## src/rtl/uart_tx_arbiter.sv

```systemverilog
// Packet-level round-robin arbiter sharing one UART TX write port among NumReq
// byte streams, with a mid-packet stall watchdog that reclaims the grant.
module uart_tx_arbiter #(
    parameter int unsigned NumReq      = 4,
    parameter int unsigned DataLength  = 8,
    parameter int unsigned IdleTimeout = 256
) (
    input  logic                           i_clk,
    input  logic                           i_rst,
    input  logic [NumReq-1:0]              i_req_valid,
    input  logic [NumReq*DataLength-1:0]   i_req_data,
    input  logic [NumReq-1:0]              i_req_last,
    output logic [NumReq-1:0]              o_req_ready,
    output logic [DataLength-1:0]          o_tx_data,
    output logic                           o_tx_req,
    input  logic                           i_tx_rdy,
    output logic                           o_busy,
    output logic [$clog2(NumReq)-1:0]      o_grant_id,
    output logic                           o_pkt_done,
    output logic                           o_timeout
);

    localparam int unsigned GrantW = $clog2(NumReq);
    localparam int unsigned CntW   = (IdleTimeout > 0) ? $clog2(IdleTimeout + 1) : 1;
    localparam logic [CntW-1:0] StallLast = CntW'((IdleTimeout == 0) ? 0 : IdleTimeout - 1);

    typedef enum logic {
        ST_IDLE = 1'b0,
        ST_BUSY = 1'b1
    } state_t;

    state_t              r_state, w_state_next;
    logic [GrantW-1:0]   r_ptr, w_ptr_next;
    logic [GrantW-1:0]   r_grant_id, w_grant_next;
    logic [CntW-1:0]     r_stall_cnt, w_stall_next;
    logic                r_pkt_done, w_pkt_done_next;
    logic                r_timeout, w_timeout_next;

    logic [GrantW-1:0]   w_sel;
    logic [GrantW-1:0]   w_cand;
    logic                w_found;
    logic                w_g_valid;
    logic                w_g_last;
    logic                w_xfer;
    logic [DataLength-1:0] w_g_data;

    assign w_g_valid = i_req_valid[r_grant_id];
    assign w_g_last  = i_req_last[r_grant_id];
    assign w_g_data  = i_req_data[32'(r_grant_id) * DataLength +: DataLength];
    assign w_xfer    = (r_state == ST_BUSY) && w_g_valid && i_tx_rdy;

    // First valid requester strictly after ptr, wrapping; ptr itself is checked last.
    always_comb begin
        w_found = 1'b0;
        w_sel   = '0;
        w_cand  = '0;
        for (int unsigned i = 1; i <= NumReq; i++) begin
            w_cand = GrantW'((32'(r_ptr) + i) % NumReq);
            if (!w_found && i_req_valid[w_cand]) begin
                w_found = 1'b1;
                w_sel   = w_cand;
            end
        end
    end

    always_comb begin
        w_state_next    = r_state;
        w_ptr_next      = r_ptr;
        w_grant_next    = r_grant_id;
        w_stall_next    = r_stall_cnt;
        w_pkt_done_next = 1'b0;
        w_timeout_next  = 1'b0;
        o_req_ready     = '0;
        o_tx_req        = 1'b0;
        o_tx_data       = '0;
        case (r_state)
            ST_IDLE: begin
                if (w_found) begin
                    w_grant_next = w_sel;
                    w_stall_next = '0;
                    w_state_next = ST_BUSY;
                end
            end
            ST_BUSY: begin
                o_req_ready[r_grant_id] = i_tx_rdy;
                if (w_xfer) begin
                    o_tx_req     = 1'b1;
                    o_tx_data    = w_g_data;
                    w_stall_next = '0;
                    if (w_g_last) begin
                        w_pkt_done_next = 1'b1;
                        w_ptr_next      = r_grant_id;
                        w_state_next    = ST_IDLE;
                    end
                end else if (!w_g_valid && (IdleTimeout != 0)) begin
                    // Backpressure (valid high, rdy low) never reaches this branch.
                    if (r_stall_cnt == StallLast) begin
                        w_timeout_next = 1'b1;
                        w_ptr_next     = r_grant_id;
                        w_stall_next   = '0;
                        w_state_next   = ST_IDLE;
                    end else begin
                        w_stall_next = r_stall_cnt + 1'b1;
                    end
                end
            end
            default: w_state_next = ST_IDLE;
        endcase
    end

    always_ff @(posedge i_clk) begin
        if (i_rst) begin
            r_state     <= ST_IDLE;
            r_ptr       <= GrantW'(NumReq - 1);
            r_grant_id  <= '0;
            r_stall_cnt <= '0;
            r_pkt_done  <= 1'b0;
            r_timeout   <= 1'b0;
        end else begin
            r_state     <= w_state_next;
            r_ptr       <= w_ptr_next;
            r_grant_id  <= w_grant_next;
            r_stall_cnt <= w_stall_next;
            r_pkt_done  <= w_pkt_done_next;
            r_timeout   <= w_timeout_next;
        end
    end

    assign o_busy     = (r_state == ST_BUSY);
    assign o_grant_id = r_grant_id;
    assign o_pkt_done = r_pkt_done;
    assign o_timeout  = r_timeout;

endmodule

```

## config.mk

```make
export PLATFORM = sky130hd
export DESIGN_NAME = uart_tx_arbiter
export DESIGN_NICKNAME = d
export VERILOG_FILES = /design/src/rtl/uart_tx_arbiter.sv
export SDC_FILE = /design/constraint.sdc
export NUM_CORES = 1
export LEC_CHECK = 0
export CAP_MARGIN = 15
export CORE_MARGIN = 2
export CORE_UTILIZATION = 50
export DETAILED_ROUTE_END_ITERATION = 8
export DONT_BUFFER_PORTS = 1
export PLACE_DENSITY = 0.75
export SLEW_MARGIN = 25
export SYNTH_ARGS = -nofsm -noshare
export SYNTH_HDL_FRONTEND = slang
export SYNTH_SLANG_ARGS = --single-unit
```

## constraint.sdc

```tcl
create_clock -name i_clk -period 1.8 [get_ports i_clk]
set_input_delay 0.18 -clock i_clk [delete_from_list [all_inputs] [get_ports i_clk]]
set_output_delay 0.18 -clock i_clk [all_outputs]
set_load 0.1 [all_outputs]
```

==> out/qor.csv, run 1 <==
stage;metric;value;unit
place;routability congestion estimate;0.802;
setup_path;Crit path top cell by count;buf_12;
setup_path;WP data arrival;1.72;ns
hold_path;Hold Crit Start;i_rst;
setup_path;Largest stage delay, worst path;0.54;ns
global_route;largest net degree at the start of global routing;16;
timing;final worst path period share;106;%
hold_path;WHS Endpoint;r_ptr[0];
die;die area;2740;µm²
timing;Setup WS post-layout;-0.103;ns
global_route;first-pass GRT wire length;5.38;mm
synthesis;synthesized area;1170;µm²
setup_path;CP bufs+invs;2;
clock_tree;worst skew pair latency;0.29;ns
synthesis;Post-synth EDFFs;0;
timing;Hold Fails Final Rpt;0;
setup_path;critical path startpoint category;flop;
synthesis;Async SR Flop Fraction;0;%
flow_run;max_cap viols;0;
hold_path;Hold WC Path Type;in -> reg;
pwr;pwr dens;623;nW/µm²
clock_tree;CTS tree;yes;
synthesis;Netlist cell types;40;
outcome;violated checks;setup timing;
clock_tree;htree depth;1;
layout;ANT cells;0;
layout;Final Instance Area;1780;µm²
synthesis;Syn Inst Count;129;
timing;RSZ-0062 raised after global routing;true;
drt;final wirelength;3.63;mm
timing;TNS Setup;-0.776;ns
setup_path;Reg2Reg Capture Point;r_ptr[0];
timing;Tightest Pin Transition;0.448;ns
timing;Max Fclk;0.525;GHz
pwr;Tot Pwr;1.11;mW
timing;Slew Viols, Final;0;
layout;non-filler cells, final;185;
setup_path;CP delay by family, top;multiplexers;
die;io pins;61;
drt;routed via count;1219;
die;chip width;52.4;µm
global_route;vias in the first global route;1190;
setup_path;Max Fanout on Critical Path;6;
hold_path;hold depth;2;
timing;min Tclk post-route;1.90;ns
pwr;Peak VDD IR;0.560;mV
setup_path;reg2reg start;o_grant_id[1];
layout;Final nets;202;
drt;average wire per standard cell;19.6;µm
layout;synthesis-to-finish area growth;51.9;%
global_route;initial antenna violation count;0;
drt;DRT iter0 DRCs;45;
timing;Setup Skew;0.00564;ns
drt;DRT antenna net count;0;
synthesis;Synthesized Nets;173;
synthesis;yosys warns;0;
die;Initial Util;52.9;%
outcome;status;complete, but fails checks;
setup_path;CP Capture Type;primary output;
synthesis;Mean Syn Cell Area;9.07;µm²
pwr;Lkg Pwr;0.686;nW
clock_tree;CTS Buf Count;3;
place;dpl hpwl;2.72;mm
timing;Setup violations, final;9;
global_route;total track usage;26.9;%
place;Inst Count DP;171;
timing;Slew headroom;69.9;%
setup_path;CP Data Required Time;1.62;ns
setup_path;Crit-path slowest cell;mux4_2;
global_route;total grt overflow;0;
drt;via/cell ratio;6.59;
clock_tree;CTS root buf;clkbuf_4;
clock_tree;clk buf depth;2;
clock_tree;Sink Count;16;
synthesis;flops & latches, synth;16;
die;row cnt;17;
setup_path;Reg2Reg Depth;5;
die;Core ar.;2210;µm²
place;Port Buffers;0;
drt;router iterations before antenna repair;4;
drt;DR DRC count;0;
die;die height;52.4;µm
setup_path;Worst R2R Setup Slack;0.01;ns
clock_tree;clk slew on worst S/H paths;0.10;ns
setup_path;crit path kind;reg -> out;
place;placed instance area;1610;µm²
synthesis;main flop type after synthesis;dfxtp_1;
layout;layout cells sized above 1;43.3;%
setup_path;crit path cell chain;mux4_2 > nand3_4 > buf_12 > nor2b_4 > buf_12;
synthesis;sequential fraction of the synthesis area;27.4;%
[worst max path at each step]
| stage | from | depth (start not counted) | to |
|---|---|---|---|
| after floorplan | o_grant_id[1] | 4 | o_tx_req |
| after global placement | o_grant_id[1] | 5 | r_ptr[0] |
| after detailed placement | o_grant_id[1] | 5 | r_stall_cnt[4] |
| after CTS | o_grant_id[1] | 5 | o_tx_data[3] |
| after global routing | o_grant_id[1] | 5 | o_tx_data[3] |
| final | o_grant_id[1] | 5 | o_tx_data[2] |
[cells by family after synthesis]
group / count (synthesis) / share of synthesized area (%)
buf+inv: 13 / 4.92
flops: 16 / 27.4
fa+ha+maj: 1 / 1.07
mux: 13 / 21.8
compound gates: 31 / 18.6
simple gates: 55 / 26.2
[flip-flops by register name, summed over array words and instances, names as in the netlist]
| signal | cells |
|---|---|
| o_busy | 1 |
| o_grant_id | 2 |
| o_pkt_done | 1 |
| o_timeout | 1 |
| r_ptr | 2 |
| r_stall_cnt | 9 |
[routing by layer]
metal | GRT usage, % | wire length [µm] | vias to the layer above
met1 | 29.6 | 1260 | 588
met2 | 52.5 | 2040 | 64
met4 | 8.97 | 96 | 0
met5 | 0 | 0 | -
met3 | 2.57 | 240 | 11
li1 | - | - | 556
[through the flow]
stage	hold slack [ns]	setup WS, ns	utilization [%]
after global placement	0.241	0.0936	72.9
after CTS	0.0748	-0.101	77.5
after floorplan	0.342	-0.435	-
after global routing	0.0811	-0.125	80.3
final	0.0689	-0.103	80.3
after detailed placement	0.243	-0.0168	72.9
[synth_stat cells (4+ instances only)]
library cell  count  area share (%)
nor3_1            4             1.7
nor2_1           11             3.5
inv_1             6             1.9
nand3_1           5             2.1
nand2_1           6             1.9
a21oi_1           7             3.0
clkbuf_1          4             1.3
nor2b_1           9             4.8
nand3b_1          4             2.6
dfxtp_1          16              27
a31oi_1           9             4.8
mux4_2           10              19
[area by class of cell]
class	count	area (µm²)
Fill cell	137	435
Multi-Input combinational cell	100	932
Clock buffer	4	36.3
Timing Repair Buffer	31	415
Inverter	6	26.3
Tap cell	28	35.0
Sequential cell	16	332
[report_power, final]
part | total [mW] | switching, mW | internal (mW)
sequential | 0.387 | 0.0226 | 0.365
combinational | 0.477 | 0.267 | 0.209
clock | 0.242 | 0.119 | 0.123
[worst register-to-register path: stages, from the launching register on]
cell      delay (ns)
dfxtp_4         0.36
mux4_2          0.54
buf_4           0.20
nand4_1         0.18
a21boi_4        0.23
mux2i_1         0.21
[timing repair]
| action | CTS | global route |
|---|---|---|
| hold endpoints to repair | 8 | 0 |
| hold buffers | 1 | 0 |
| cloned | 0 | 1 |
| setup endpoints to repair | 10 | 19 |
| setup buffers | 5 | 4 |
| resized for setup | 1 | 3 |
| pin swaps | 1 | 3 |
[cells in the final DEF (no fill, tap or decap), types with 3 or more instances in the layout]
cell      count
dfxtp_4       3
mux2i_1       3
nor2_1       11
nand2_1       4
dfxtp_1      13
a21oi_1       7
inv_1         5
buf_4        16
nor2b_4       8
nand3b_1      4
a31oi_1       9
nand3_1       4
nor3_1        3
mux4_2       10
buf_12       13
clkbuf_4      3
Note: power is estimated with default switching activity, not from simulation.
==> inputs of run 2 (changes only) <==
CORE_ASPECT_RATIO = 1.4   (was unset)
==> out/qor.csv, run 2 (same netlist as run 1, synthesis figures left out) <==
stage;metric;value;unit;change
place;placed instance area;1630;µm²;+1.2%
layout;area of the multi-input gates;933;µm²;+0.13%
global_route;total grt overflow;0;;unchanged
global_route;initial antenna violation count;0;;unchanged
setup_path;crit path cell chain;mux4_2 > nand3_4 > buf_12 > nor2b_4 > buf_12;;
timing;Setup violations, final;9;;unchanged
timing;Hold Fails Final Rpt;0;;unchanged
drt;DRT iter0 DRCs;22;;-51%
clock_tree;clk buf depth;2;;unchanged
global_route;total track usage;25.6;%;-1.3 points
die;io pins;61;;unchanged
clock_tree;Sink Count;16;;unchanged
hold_path;WHS Endpoint;r_ptr[0];;
setup_path;reg2reg start;o_grant_id[1];;
pwr;Lkg Pwr;0.688;nW;+0.27%
drt;DR DRC count;0;;unchanged
pwr;pwr dens;597;nW/µm²;-4.1%
pwr;Tot Pwr;1.06;mW;-4.5%
drt;final wirelength;3.52;mm;-3.2%
setup_path;Crit path top cell by count;buf_12;;
layout;Register Area;332;µm²;unchanged
timing;final worst path period share;107;%;+0.95 points
timing;Setup WS post-layout;-0.120;ns;-0.0170 ns
clock_tree;clk slew on worst S/H paths;0.09;ns;about the same
place;Inst Count DP;167;;-2.3%
die;Initial Util;53.1;%;+0.24 points
clock_tree;htree depth;1;;unchanged
drt;via/cell ratio;6.54;;-0.72%
hold_path;Hold WC Path Type;in -> reg;;
setup_path;CP delay by family, top;multiplexers;;
die;chip width;44.9;µm;-14%
setup_path;critical path startpoint category;flop;;
setup_path;crit path kind;reg -> out;;
setup_path;Reg2Reg Capture Point;r_ptr[1];;
outcome;violated checks;setup timing;;
die;Core ar.;2200;µm²;-0.45%
clock_tree;worst skew pair latency;0.29;ns;about the same
outcome;status;complete, but fails checks;;
place;routability congestion estimate;0.820;;+2.3%
clock_tree;CTS Buf Count;3;;unchanged
layout;layout cells sized above 1;44.0;%;+0.71 points
setup_path;CP Capture Type;primary output;;
timing;Slew headroom;71.0;%;+1.1 points
layout;most frequent cells in the layout;buf_4 (17), dfxtp_1 (13), buf_12 (13), nor2_1 (11), mux4_2 (10);;
setup_path;Worst R2R Setup Slack;0.01;ns;about the same
die;die area;2750;µm²;+0.20%
global_route;first-pass GRT wire length;5.11;mm;-4.9%
setup_path;Largest stage delay, worst path;0.56;ns;+0.02 ns
timing;Tightest Pin Transition;0.432;ns;-0.0159 ns
layout;max reg flops;9;;unchanged
drt;routed via count;1184;;-2.9%
die;die height;61.2;µm;+17%
pwr;Peak VDD IR;0.636;mV;+13%
layout;most common cell after layout, fill and taps aside;buf_4;;
layout;ANT cells;0;;unchanged
clock_tree;CTS tree;yes;;
timing;Setup Skew;0.00433;ns;-0.00131 ns
hold_path;Hold Crit Start;i_rst;;
layout;Final nets;204;;+0.99%
layout;Final Instance Area;1770;µm²;-0.42%
setup_path;CP bufs+invs;2;;unchanged
timing;min Tclk post-route;1.92;ns;+0.0170 ns
place;dpl hpwl;2.51;mm;-7.5%
setup_path;CP Data Required Time;1.62;ns;about the same
setup_path;Max Fanout on Critical Path;5;;-1
timing;Max Fclk;0.521;GHz;-0.89%
drt;average wire per standard cell;19.4;µm;-1.1%
drt;DRT antenna net count;0;;unchanged
clock_tree;CTS root buf;clkbuf_4;;
layout;non-filler cells, final;181;;-2.2%
layout;filler cell count;134;;-2.2%
global_route;vias in the first global route;1202;;+1.0%
timing;Slew Viols, Final;0;;unchanged
place;Port Buffers;0;;unchanged
timing;RSZ-0062 raised after global routing;true;;
setup_path;Reg2Reg Depth;5;;unchanged
layout;synthesis-to-finish area growth;51.2;%;
layout;Top reg by flops;r_stall_cnt;;
setup_path;Crit-path slowest cell;mux4_2;;
global_route;largest net degree at the start of global routing;16;;unchanged
setup_path;WP data arrival;1.74;ns;+0.02 ns
flow_run;max_cap viols;0;;unchanged
die;row cnt;20;;+3
drt;router iterations before antenna repair;4;;unchanged
timing;Final Hold Slack;0.0528;ns;-0.0161 ns
hold_path;hold depth;2;;unchanged
run 2: cell types whose count changed in the layout (fill, tap and decap cells not counted), sizes merged:
cell | previous run | this run
buf | 29 | 32
clkinv | 0 | 1
clkbuf | 5 | 3
run 2: area by class of cell:
type / count / area share, %
Clock buffer: 3 / 1.27
Clock inverter: 1 / 0.212
Inverter: 6 / 1.49
Multi-Input combinational cell: 100 / 52.8
Sequential cell: 16 / 18.7
Tap cell: 22 / 1.56
Timing Repair Buffer: 33 / 24.0
run 2: how the worst max path moves through the flow:
stage                        from             end  slack [ns]  depth (start not counted)
detailed placement  o_grant_id[1]  r_stall_cnt[4]        0.03                          4
global route        o_grant_id[1]    o_tx_data[7]       -0.15                          5
CTS                 o_grant_id[1]    o_tx_data[7]       -0.10                          5
finish              o_grant_id[1]    o_tx_data[7]       -0.12                          5
floorplan           o_grant_id[1]        o_tx_req       -0.43                          4
global placement    o_grant_id[1]    o_tx_data[7]        0.09                          5
run 2: metal layers:
metal	GRT usage [%]	vias up	wire, µm
met5	0	-	0
met4	13.9	0	112
met3	1.76	11	264
met2	49.9	57	1920
met1	26.3	561	1220
li1	-	555	-
run 2: timing repair:
action                                  CTS  global route
gates resized for setup                   3             4
hold endpoints to repair                  8             0
hold buffers                              1             0
endpoints found under the setup margin    9            19
buffers inserted                          7             2
pin swaps                                 1             3
run 2: through the flow:
step | setup slack, ns | util [%] | setup TNS (ns)
after floorplan | -0.435 | - | -4.23
after global placement | 0.0947 | 74.1 | 0
after detailed placement | 0.0330 | 74.1 | 0
after CTS | -0.101 | 78.8 | -0.747
after global routing | -0.152 | 80.3 | -1.49
final | -0.120 | 80.3 | -0.918
run 2: power by group:
group,internal [mW],switching (mW)
clock,0.0808,0.114
sequential,0.365,0.0208
combinational,0.206,0.270
==> inputs of run 3 (changes only) <==
==> constraint.sdc (replaced) <==
create_clock -name i_clk -period 1.8 [get_ports i_clk]
set_input_delay 0.54 -clock i_clk [delete_from_list [all_inputs] [get_ports i_clk]]
set_output_delay 0.54 -clock i_clk [all_outputs]
set_load 0.1 [all_outputs]
==> out/qor.csv, run 3 (same netlist as run 1, synthesis figures left out) <==
stage;metric;value;unit;change
global_route;routing usage on met3;2.05;%;+0.29 points
setup_path;Largest stage delay, worst path;0.56;ns;about the same
global_route;total grt overflow;0;;unchanged
global_route;met2 usage;48.0;%;-1.9 points
clock_tree;worst skew pair latency;0.30;ns;about the same
pwr;Peak VDD IR;0.582;mV;-8.5%
die;Initial Util;53.1;%;unchanged
layout;synthesis-to-finish area growth;59.9;%;
setup_path;crit path cell chain;mux4_2 > nand3_4 > buf_12 > nor2b_4 > buf_12;;
drt;routed via count;1205;;+1.8%
global_route;met1 Use GR;23.1;%;-3.2 points
pwr;Flop pwr share;33.2;%;-3.3 points
pwr;Internal Pwr Total;0.725;mW;+11%
drt;average wire per standard cell;18.6;µm;-4.1%
place;routability congestion estimate;0.836;;+1.9%
drt;DRT antenna net count;0;;unchanged
die;io pins;61;;unchanged
clock_tree;Post-CTS Hold Buffers;0;;-1
die;die area;2750;µm²;unchanged
die;chip width;44.9;µm;unchanged
outcome;status;complete, but fails checks;;
layout;layout cells sized above 1;46.6;%;+2.6 points
setup_path;Reg2Reg Depth;5;;unchanged
timing;Slew headroom;58.0;%;-13 points
layout;Final nets;208;;+2.0%
timing;TNS Setup;-4.88;ns;-3.96 ns
clock_tree;CTS root buf;clkbuf_4;;
setup_path;Max Fanout on Critical Path;5;;unchanged
pwr;Sw Share;36.6;%;-1.7 points
outcome;violated checks;setup timing;;
setup_path;crit path kind;reg -> out;;
timing;min Tclk post-route;2.27;ns;+0.351 ns
global_route;first-pass GRT wire length;4.93;mm;-3.6%
setup_path;CP Data Required Time;1.26;ns;-0.36 ns
layout;max reg flops;9;;unchanged
layout;most common cell after layout, fill and taps aside;buf_12;;
timing;Max Fclk;0.440;GHz;-15%
pwr;clock share of power;21.4;%;+2.9 points
timing;RSZ-0062 raised after global routing;true;;
drt;router iterations before antenna repair;4;;unchanged
pwr;pwr dens;612;nW/µm²;+2.4%
clock_tree;clk slew on worst S/H paths;0.09;ns;about the same
pwr;Lkg Pwr;0.738;nW;+7.3%
clock_tree;htree depth;1;;unchanged
clock_tree;Sink Count;16;;unchanged
drt;via/cell ratio;6.51;;-0.43%
setup_path;CP Capture Type;primary output;;
pwr;P_sw;0.419;mW;+3.4%
setup_path;critical path startpoint category;flop;;
setup_path;Crit-path slowest cell;mux4_2;;
place;DP Worst Slack;-0.303;ns;-0.336 ns
die;row cnt;20;;unchanged
global_route;total track usage;24.3;%;-1.3 points
drt;final wirelength;3.44;mm;-2.0%
layout;ANT cells;0;;unchanged
hold_path;hold depth;1;;-1
global_route;GRT busiest layer;met2;;
timing;final worst path period share;126;%;+20 points
global_route;largest net degree at the start of global routing;15;;-1
timing;Setup WS post-layout;-0.471;ns;-0.351 ns
timing;Final Hold Slack;0.289;ns;+0.237 ns
setup_path;reg2reg start;o_grant_id[1];;
setup_path;WP data arrival;1.73;ns;about the same
layout;most frequent cells in the layout;buf_12 (16), buf_4 (15), dfxtp_1 (13), nor2_1 (11), mux4_2 (10);;
place;dpl hpwl;2.59;mm;+3.1%
layout;Final Instance Area;1870;µm²;+5.7%
flow_run;max_cap viols;0;;unchanged
place;placed instance area;1710;µm²;+4.8%
timing;Setup violations, final;21;;+12
timing;Setup Skew;0.00472;ns;+0.000387 ns
timing;Tightest Pin Transition;0.624;ns;+0.192 ns
die;Core ar.;2200;µm²;unchanged
hold_path;Hold Crit Start;i_rst;;
layout;filler cell count;107;;-20%
pwr;Tot Pwr;1.14;mW;+8.3%
clock_tree;clk buf depth;2;;unchanged
clock_tree;CTS Buf Count;3;;unchanged
global_route;initial antenna violation count;0;;unchanged
clock_tree;CTS tree;yes;;
drt;DRT iter0 DRCs;38;;+73%
drt;DR DRC count;0;;unchanged
setup_path;CP Launch Point;o_grant_id[1];;
place;Port Buffers;0;;unchanged
setup_path;Crit path top cell by count;buf_12;;
pwr;Logic pwr share;45.3;%;+0.3 points
global_route;vias in the first global route;1208;;+0.50%
die;die height;61.2;µm;unchanged
layout;Top reg by flops;r_stall_cnt;;
timing;Slew Viols, Final;0;;unchanged
hold_path;Hold WC Path Type;in -> reg;;
timing;Hold Fails Final Rpt;0;;unchanged
-- run 3: cell count changes in the layout (fill, tap and decap cells not counted), sizes merged --
cell	delta
buf	+5
clkbuf	+1
clkinv	-1
dlygate4sd3	-1
-- run 3: power by group through the flow --
stage	combinational, mW	clock [mW]	sequential, mW
5_1_grt	0.542	0.263	0.383
2_1_floorplan	0.300	0	0.428
4_1_cts	0.474	0.250	0.384
3_5_place_dp	0.444	0	0.402
6_report	0.519	0.245	0.380
3_3_place_gp	0.436	0	0.400
-- run 3: cell type report --
class | count | area (µm²) | share of cell area [%]
Multi-Input combinational cell | 100 | 945 | 50.5
Timing Repair Buffer | 37 | 504 | 27.0
Sequential cell | 16 | 332 | 17.7
Clock buffer | 4 | 36.3 | 1.94
Tap cell | 22 | 27.5 | 1.47
Inverter | 6 | 26.3 | 1.40
-- run 3: metal layers --
layer,vias up,part of all wire (%)
li1,569,-
met1,556,31
met2,68,55
met3,12,9.1
met4,0,4.2
met5,-,0
-- run 3: worst paths after layout --
| path | slack [ns] | to |
|---|---|---|
| setup / recovery | -0.47 | o_tx_data[6] |
| setup reg to reg | -0.09 | r_stall_cnt[4] |
| hold / removal | 0.29 | o_grant_id[1] |
| hold reg to reg | 0.50 | r_stall_cnt[7] |
-- run 3: repair_timing --
| item | CTS | global route |
|---|---|---|
| endpoints found under the setup margin | 13 | 19 |
| pin swaps | 3 | 6 |
| hold endpoints to repair | 0 | 0 |
| gates resized for setup | 2 | 11 |
| setup buffers | 3 | 5 |
-- run 3: critical path: cells and delay by family (launching register included) --
kind / cells / cell delay (ns)
flops: 1 / 0.36
simple gates: 2 / 0.21
buf+inv: 2 / 0.31
mux: 1 / 0.56
-- run 3: metrics by stage --
stage	util (%)	instances
floorplan	-	129
detailed placement	77.6	174
global placement	77.6	174
global route	84.9	185
CTS	80.9	180
finish	84.9	185
